## src/rtl/logic_gate_pkg.sv

```systemverilog
// logic_gate_pkg: shared definitions for the logic_gate_pipe unit.
//   OP_W           width of the operation code
//   OP_AND..OP_ILLEGAL  operation codes
//   MAX_LANES      largest supported number of operand lanes
//   lane_gate()    computes one result bit from one column of lane bits
package logic_gate_pkg;

  localparam int OP_W      = 3;
  localparam int MAX_LANES = 8;

  localparam logic [OP_W-1:0] OP_AND     = 3'd0;
  localparam logic [OP_W-1:0] OP_OR      = 3'd1;
  localparam logic [OP_W-1:0] OP_NAND    = 3'd2;
  localparam logic [OP_W-1:0] OP_NOR     = 3'd3;
  localparam logic [OP_W-1:0] OP_XOR     = 3'd4;
  localparam logic [OP_W-1:0] OP_XNOR    = 3'd5;
  localparam logic [OP_W-1:0] OP_NOT     = 3'd6;
  localparam logic [OP_W-1:0] OP_ILLEGAL = 3'd7;

  // Works on a single bit position: bits[i] is that bit of lane i. Lanes at
  // or above nIn are ignored, so the same function serves every N_IN.
  function automatic logic lane_gate(input logic [OP_W-1:0] op,
                                     input logic [MAX_LANES-1:0] bits,
                                     input int nIn);
    logic andR;
    logic orR;
    logic xorR;
    logic res;
    andR = 1'b1;
    orR  = 1'b0;
    xorR = 1'b0;
    for (int i = 0; i < MAX_LANES; i++) begin
      if (i < nIn) begin
        andR = andR & bits[i];
        orR  = orR  | bits[i];
        xorR = xorR ^ bits[i];
      end
    end
    case (op)
      OP_AND:  res = andR;
      OP_OR:   res = orR;
      OP_NAND: res = ~andR;
      OP_NOR:  res = ~orR;
      OP_XOR:  res = xorR;
      OP_XNOR: res = ~xorR;
      OP_NOT:  res = ~bits[0];
      default: res = 1'b0;
    endcase
    return res;
  endfunction

endpackage

```

## src/rtl/lgp_fifo.sv

```systemverilog
// lgp_fifo: synchronous FIFO with occupancy output.
//   clk, rst_n   clock and asynchronous active-low reset (clears contents)
//   push_i       write wdata_i at the tail (ignored when full)
//   wdata_i      entry to write
//   pop_i        advance the head (ignored when empty)
//   rdata_o      current head entry
//   level_o      number of stored entries, 0..DEPTH
//   full_o       level_o == DEPTH
//   empty_o      level_o == 0
module lgp_fifo #(
  parameter int DW    = 11,
  parameter int DEPTH = 2
) (
  input  logic                       clk,
  input  logic                       rst_n,
  input  logic                       push_i,
  input  logic [DW-1:0]              wdata_i,
  input  logic                       pop_i,
  output logic [DW-1:0]              rdata_o,
  output logic [$clog2(DEPTH+1)-1:0] level_o,
  output logic                       full_o,
  output logic                       empty_o
);

  localparam int PW = $clog2(DEPTH);
  localparam int LW = $clog2(DEPTH+1);

  logic [DW-1:0] mem_q [DEPTH];
  logic [PW-1:0] wrPtr_q;
  logic [PW-1:0] rdPtr_q;
  logic [LW-1:0] level_q;
  logic [LW-1:0] level_d;
  logic          doPush;
  logic          doPop;

  assign full_o  = (level_q == LW'(DEPTH));
  assign empty_o = (level_q == '0);
  assign doPush  = push_i && !full_o;
  assign doPop   = pop_i && !empty_o;
  assign rdata_o = mem_q[rdPtr_q];
  assign level_o = level_q;

  // Push and pop together leave the level unchanged.
  always_comb begin
    level_d = level_q;
    if (doPush && !doPop) begin
      level_d = level_q + LW'(1);
    end else if (doPop && !doPush) begin
      level_d = level_q - LW'(1);
    end
  end

  // Storage is cleared on reset so no stale entry can surface as the head.
  // DEPTH is a power of two, so the pointers wrap by plain overflow.
  always_ff @(posedge clk or negedge rst_n) begin
    if (!rst_n) begin
      for (int i = 0; i < DEPTH; i++) begin
        mem_q[i] <= '0;
      end
      wrPtr_q <= '0;
      rdPtr_q <= '0;
      level_q <= '0;
    end else begin
      if (doPush) begin
        mem_q[wrPtr_q] <= wdata_i;
        wrPtr_q        <= wrPtr_q + PW'(1);
      end
      if (doPop) begin
        rdPtr_q <= rdPtr_q + PW'(1);
      end
      level_q <= level_d;
    end
  end

endmodule

```

## src/rtl/logic_gate_pipe.sv

```systemverilog
// logic_gate_pipe: N_IN-lane, WIDTH-bit bitwise logic unit with a queued output.
//   clk, rst_n              clock, asynchronous active-low reset
//   in_valid/in_ready       operand handshake; in_op selects the operation,
//                           in_data carries lane i at [i*WIDTH +: WIDTH]
//   out_valid/out_ready     result handshake; out_data/out_op/out_zero show
//                           the FIFO head
//   err_illegal, clr_err    sticky illegal-op flag and its synchronous clear
//   level                   FIFO occupancy
module logic_gate_pipe
  import logic_gate_pkg::*;
#(
  parameter int WIDTH     = 8,
  parameter int N_IN      = 2,
  parameter int OUT_DEPTH = 2
) (
  input  logic                           clk,
  input  logic                           rst_n,
  input  logic                           in_valid,
  output logic                           in_ready,
  input  logic [OP_W-1:0]                in_op,
  input  logic [N_IN*WIDTH-1:0]          in_data,
  output logic                           out_valid,
  input  logic                           out_ready,
  output logic [WIDTH-1:0]               out_data,
  output logic [OP_W-1:0]                out_op,
  output logic                           out_zero,
  output logic                           err_illegal,
  input  logic                           clr_err,
  output logic [$clog2(OUT_DEPTH+1)-1:0] level
);

  logic [WIDTH-1:0]      result;
  logic [WIDTH+OP_W-1:0] headEntry;
  logic                  fifoFull;
  logic                  fifoEmpty;
  logic                  accept;
  logic                  errIllegal_q;
  logic                  errIllegal_d;

  // Gather each bit position across all lanes and reduce it.
  always_comb begin
    logic [MAX_LANES-1:0] column;
    result = '0;
    for (int b = 0; b < WIDTH; b++) begin
      column = '0;
      for (int l = 0; l < N_IN; l++) begin
        column[l] = in_data[l*WIDTH + b];
      end
      result[b] = lane_gate(in_op, column, N_IN);
    end
  end

  assign in_ready  = !fifoFull;
  assign out_valid = !fifoEmpty;
  assign accept    = in_valid && in_ready;

  lgp_fifo #(
    .DW    (WIDTH + OP_W),
    .DEPTH (OUT_DEPTH)
  ) u_fifo (
    .clk     (clk),
    .rst_n   (rst_n),
    .push_i  (accept),
    .wdata_i ({in_op, result}),
    .pop_i   (out_ready),
    .rdata_o (headEntry),
    .level_o (level),
    .full_o  (fifoFull),
    .empty_o (fifoEmpty)
  );

  assign out_data = headEntry[WIDTH-1:0];
  assign out_op   = headEntry[WIDTH+OP_W-1:WIDTH];
  assign out_zero = (out_data == '0);

  // Setting takes priority so an illegal op accepted alongside a clear is
  // never lost.
  always_comb begin
    errIllegal_d = errIllegal_q;
    if (accept && (in_op == OP_ILLEGAL)) begin
      errIllegal_d = 1'b1;
    end else if (clr_err) begin
      errIllegal_d = 1'b0;
    end
  end

  always_ff @(posedge clk or negedge rst_n) begin
    if (!rst_n) begin
      errIllegal_q <= 1'b0;
    end else begin
      errIllegal_q <= errIllegal_d;
    end
  end

  assign err_illegal = errIllegal_q;

endmodule

```

## config.mk

```make
export PLATFORM = sky130hd
export DESIGN_NAME = logic_gate_pipe
export DESIGN_NICKNAME = d
export VERILOG_FILES = /design/src/rtl/logic_gate_pkg.sv /design/src/rtl/lgp_fifo.sv /design/src/rtl/logic_gate_pipe.sv
export SDC_FILE = /design/constraint.sdc
export NUM_CORES = 1
export LEC_CHECK = 0
export CORE_ASPECT_RATIO = 0.6
export CORE_MARGIN = 8
export CORE_UTILIZATION = 26
export CTS_CLUSTER_SIZE = 40
export DETAILED_ROUTE_END_ITERATION = 6
export GPL_TIMING_DRIVEN = 0
export SLEW_MARGIN = 20
export SYNTH_ARGS = -nofsm -noshare
export SYNTH_HDL_FRONTEND = slang
export SYNTH_SLANG_ARGS = --single-unit
```

## constraint.sdc

```tcl
create_clock -name clk -period 1.5 [get_ports clk]
set_clock_uncertainty 0.1 [all_clocks]
set_input_delay 0.15 -clock clk [delete_from_list [all_inputs] [get_ports clk]]
set_output_delay 0.15 -clock clk [all_outputs]
set_load 0.02 [all_outputs]
```

==> key figures, run 1 <==
Timing
  – Worst-Margin Slew: 622 ps
  – Final setup violation count: 12
  – Worst setup margin: -279 ps
  – Max-slew violation count: 0
  – Final period util: 1.19
  – RSZ-0062 raised after global routing: yes
  – Fin. Hold Viols: 0
  – Slew HR: 0.585
  – Max Fclk: 0.562 GHz
  – WHS: 255 ps
  – Min cycle time layout: 1780 ps
  – Setup TNS: -2090 ps

Die
  – Chip Width: about 130 um
  – Ports: roughly 40
  – Core area: 0.00730 mm^2
  – Die Height: 83.2 um
  – Rows: 24
  – Starting Density: 0.269
  – Total die area: 0.0107 mm^2

Logic synthesis
  – Synth area leader: dfrtp_1
  – Synth Area in Simple Gates: 0.178
  – Synth top area cells: dfrtp_1 (34%), ha_1 (11%), mux2_2 (8.6%), nand2_1 (4.2%), inv_1 (3.4%)
  – Netlist cell types: 48
  – Synth top area share: 0.345
  – Synthesized cell area: 0.00196 mm^2
  – Primary FF master, synth: dfrtp_1
  – Mux contribution to synthesized area: 0.0977
  – Synth Instances: around 210
  – Async SR Flop Fraction: 1.00
  – Seq/Total Area, Yosys: 0.345
  – Post-synth EDFFs: 0
  – Adder-cell area share of the yosys netlist: 0.109
  – Largest family of logic cells by synthesized area: simple AND/OR/NAND/NOR gates
  – Xor and xnor area share after synthesis: 0.0358
  – Syn_nets: 252
  – Syn. warnings: 0
  – Avg Inst Size Synth: 9.29 um^2
  – Register bit total from synthesis: 27
  – Fraction of the mapped netlist area in compound gates: 0.160

Placement
  – Dpl hpwl: 3950 um
  – Dpl cells: 354
  – Port bufs: 39
  – Final GP Congestion: 0.770
  – Placement Setup Slack: -624 ps

Detailed routing
  – WL final: 5180 um
  – DR DRC count: 0
  – Via count: 1,674
  – Average routed wire per standard cell: around 14 um
  – Initial drt markers: 67
  – Routed Antenna Nets: 0
  – Drt first pass iters: 4
  – Vias per inst: 4.54

Critical path
  – Worst-path fanout max: 7
  – Worst reg-to-reg setup slack: around 40 ps
  – Critical path startpoint category: flop
  – CP Capture Type: output port
  – Critical Path RT: 1250 ps
  – Crit-path slowest cell: dfrtp_1
  – Worst r2r src: u_fifo.level_o[0]
  – WP buf/inv: 2
  – CP top delay family: flip-flops
  – Crit path arrival time: 1530 ps
  – Crit path cell chain: buf_8 -> mux2_4 -> nor4_4 -> buf_4
  – Critical path class: reg -> out
  – FF-to-FF path depth: 7
  – Slowest stage delay, CP: just under 400 ps
  – Reg2reg end: u_fifo.level_o[1]

Pwr
  – Logic pwr share: 0.579
  – Leak Pwr: 1.31 nW
  – Sw frac: 0.403
  – Internal Dissipation: between 2 and 3 mW
  – PwrDens: 1690 mW/mm^2
  – Psw: 1.88 mW
  – Clock network power share: 0.129
  – Worst vdd rail ir drop: 0.884 mV
  – Sequential fraction of design power: 0.292

Cells and area
  – Area Overhead vs Synth: 40.3%
  – Fin cells: approximately 370
  – # diodes: 0
  – Ratio of cells with drive above 1 in the final layout: 0.306
  – Most frequent cells in the layout: dfrtp_1 (25), dlygate4sd2_1 (21), nand2_1 (20), inv_1 (16)
  – # nets final: 307
  – Commonest non-fill, non-tap cell in the layout: dfrtp_1
  – Filler Cells Inserted: 731

Outcome
  – Failing checks: setup timing
  – Status: finished with violations

CTS
  – CTS buffer count: 3
  – CTS max path bufs: 2
  – Root Driver: clkbuf_16
  – Reg clk slew, reported paths: 70 ps
  – Clk_lat worst skew: 260 ps
  – TritonCTS clock tree: yes
  – CTS H-tree depth: 1
  – Clock sink count: 27

Global routing
  – Vias in the first global route: between 1,500 and 2,000
  – Largest net degree at the start of global routing: 28
  – Total gr overflow: 0
  – Initial antenna violation count: 0
  – First-pass GRT wire length: 8440 um
  – GRT Total Usage: 0.0970

Min path
  – Worst Hold Path Cells: 4
  – HP Start: in_op[0]
  – Worst hold path type: in -> reg
  – Hold endpoint: u_fifo.mem_q[8]

Job
  – Max Cap Violations: 0
## Yosys cell counts, types with 3 or more instances
cell type and count:
xor2_1 3, o211ai_1 3, buf_2 4, a211oi_1 3, nand2b_1 4, inv_1 18, and2_1 4, o21ai_0 8
dfrtp_1 27, nand2_1 22, o21ai_1 12, xnor2_1 5, nor2_1 12, clkbuf_1 3, nand3_1 5, mux2_2 15
o31ai_1 4, ha_1 17, or3b_1 5
## area by class of cell
type | count | area [um^2] | area share
Clock inverter | 1 | 5.00 | 0.00182
Timing Repair Buffer | 50 | 419 | 0.152
Inverter | 19 | 73.8 | 0.0269
Tap cell | 104 | 130 | 0.0473
Sequential cell | 27 | 678 | 0.247
Clock buffer | 3 | 75.1 | 0.0273
Multi-Input combinational cell | 154 | 1260 | 0.459
Buffer | 11 | 105 | 0.0382
## registers in the layout (all words and copies together), names as in the netlist
register        cells
err_illegal         1
u_fifo.mem_q       22
u_fifo.rdPtr_q      1
u_fifo.level_o      2
u_fifo.wrPtr_q      1
## worst min-delay path: cells and delay by family
kind | cells | cell delay (ps)
buffers and inverters | 3 | 350
AO/OA/AOI/OAI | 1 | 70
## worst max path at each step
stage / end / start / cells after the start / slack (ps)
floorplan: out_zero / u_fifo.rdPtr_q / 3 / -30
global placement: out_zero / u_fifo.rdPtr_q / 5 / -620
detailed placement: out_zero / u_fifo.rdPtr_q / 5 / -620
CTS: out_zero / u_fifo.rdPtr_q / 4 / -280
global route: out_zero / u_fifo.rdPtr_q / 5 / -330
finish: out_zero / u_fifo.rdPtr_q / 4 / -280
## routing by layer
metal	share of wire	track usage
met5	0	0
met4	0	0.00966
met3	0.081	0.0376
met2	0.43	0.144
met1	0.49	0.133
## repair_timing
action / in CTS / in global routing
resized for setup: 92 / 16
pin swaps: 6 / 6
endpoints found under the hold margin: 27 / 0
buffers inserted: 2 / 8
hold buffers: 1 / 0
setup endpoints to repair: 34 / 22
## power groups by stage
stage	clock network (mW)	logic, mW	registers [mW]
6_report	0.601	2.70	1.36
4_1_cts	0.621	2.50	1.34
3_5_place_dp	0	2.51	1.34
5_1_grt	0.661	2.95	1.41
3_3_place_gp	0	2.47	1.33
2_1_floorplan	0	1.57	1.31
## cells by family after synthesis
group | after synthesis
AOI/OAI and AO/OA | 46
xor gates and xnor gates | 8
adders and majority gates | 17
buffers and inverters | 30
DFF | 27
muxes | 17
and+or+nand+nor | 66
## through the flow
stage	power [mW]	instance area, um^2	util
global route	5.02	2750	0.377
CTS	4.47	2630	0.361
detailed placement	3.85	2530	0.346
finish	4.66	2750	0.377
global placement	3.81	2530	0.347
floorplan	2.88	2010	-
No activity file was read; power rests on OpenSTA's default activity.
==> inputs of run 2 (changes only) <==
SLEW_MARGIN = 30   (was 20)
==> results of run 2 <==
Same layout as run 1: the final DEF is identical, and so are final timing and power.
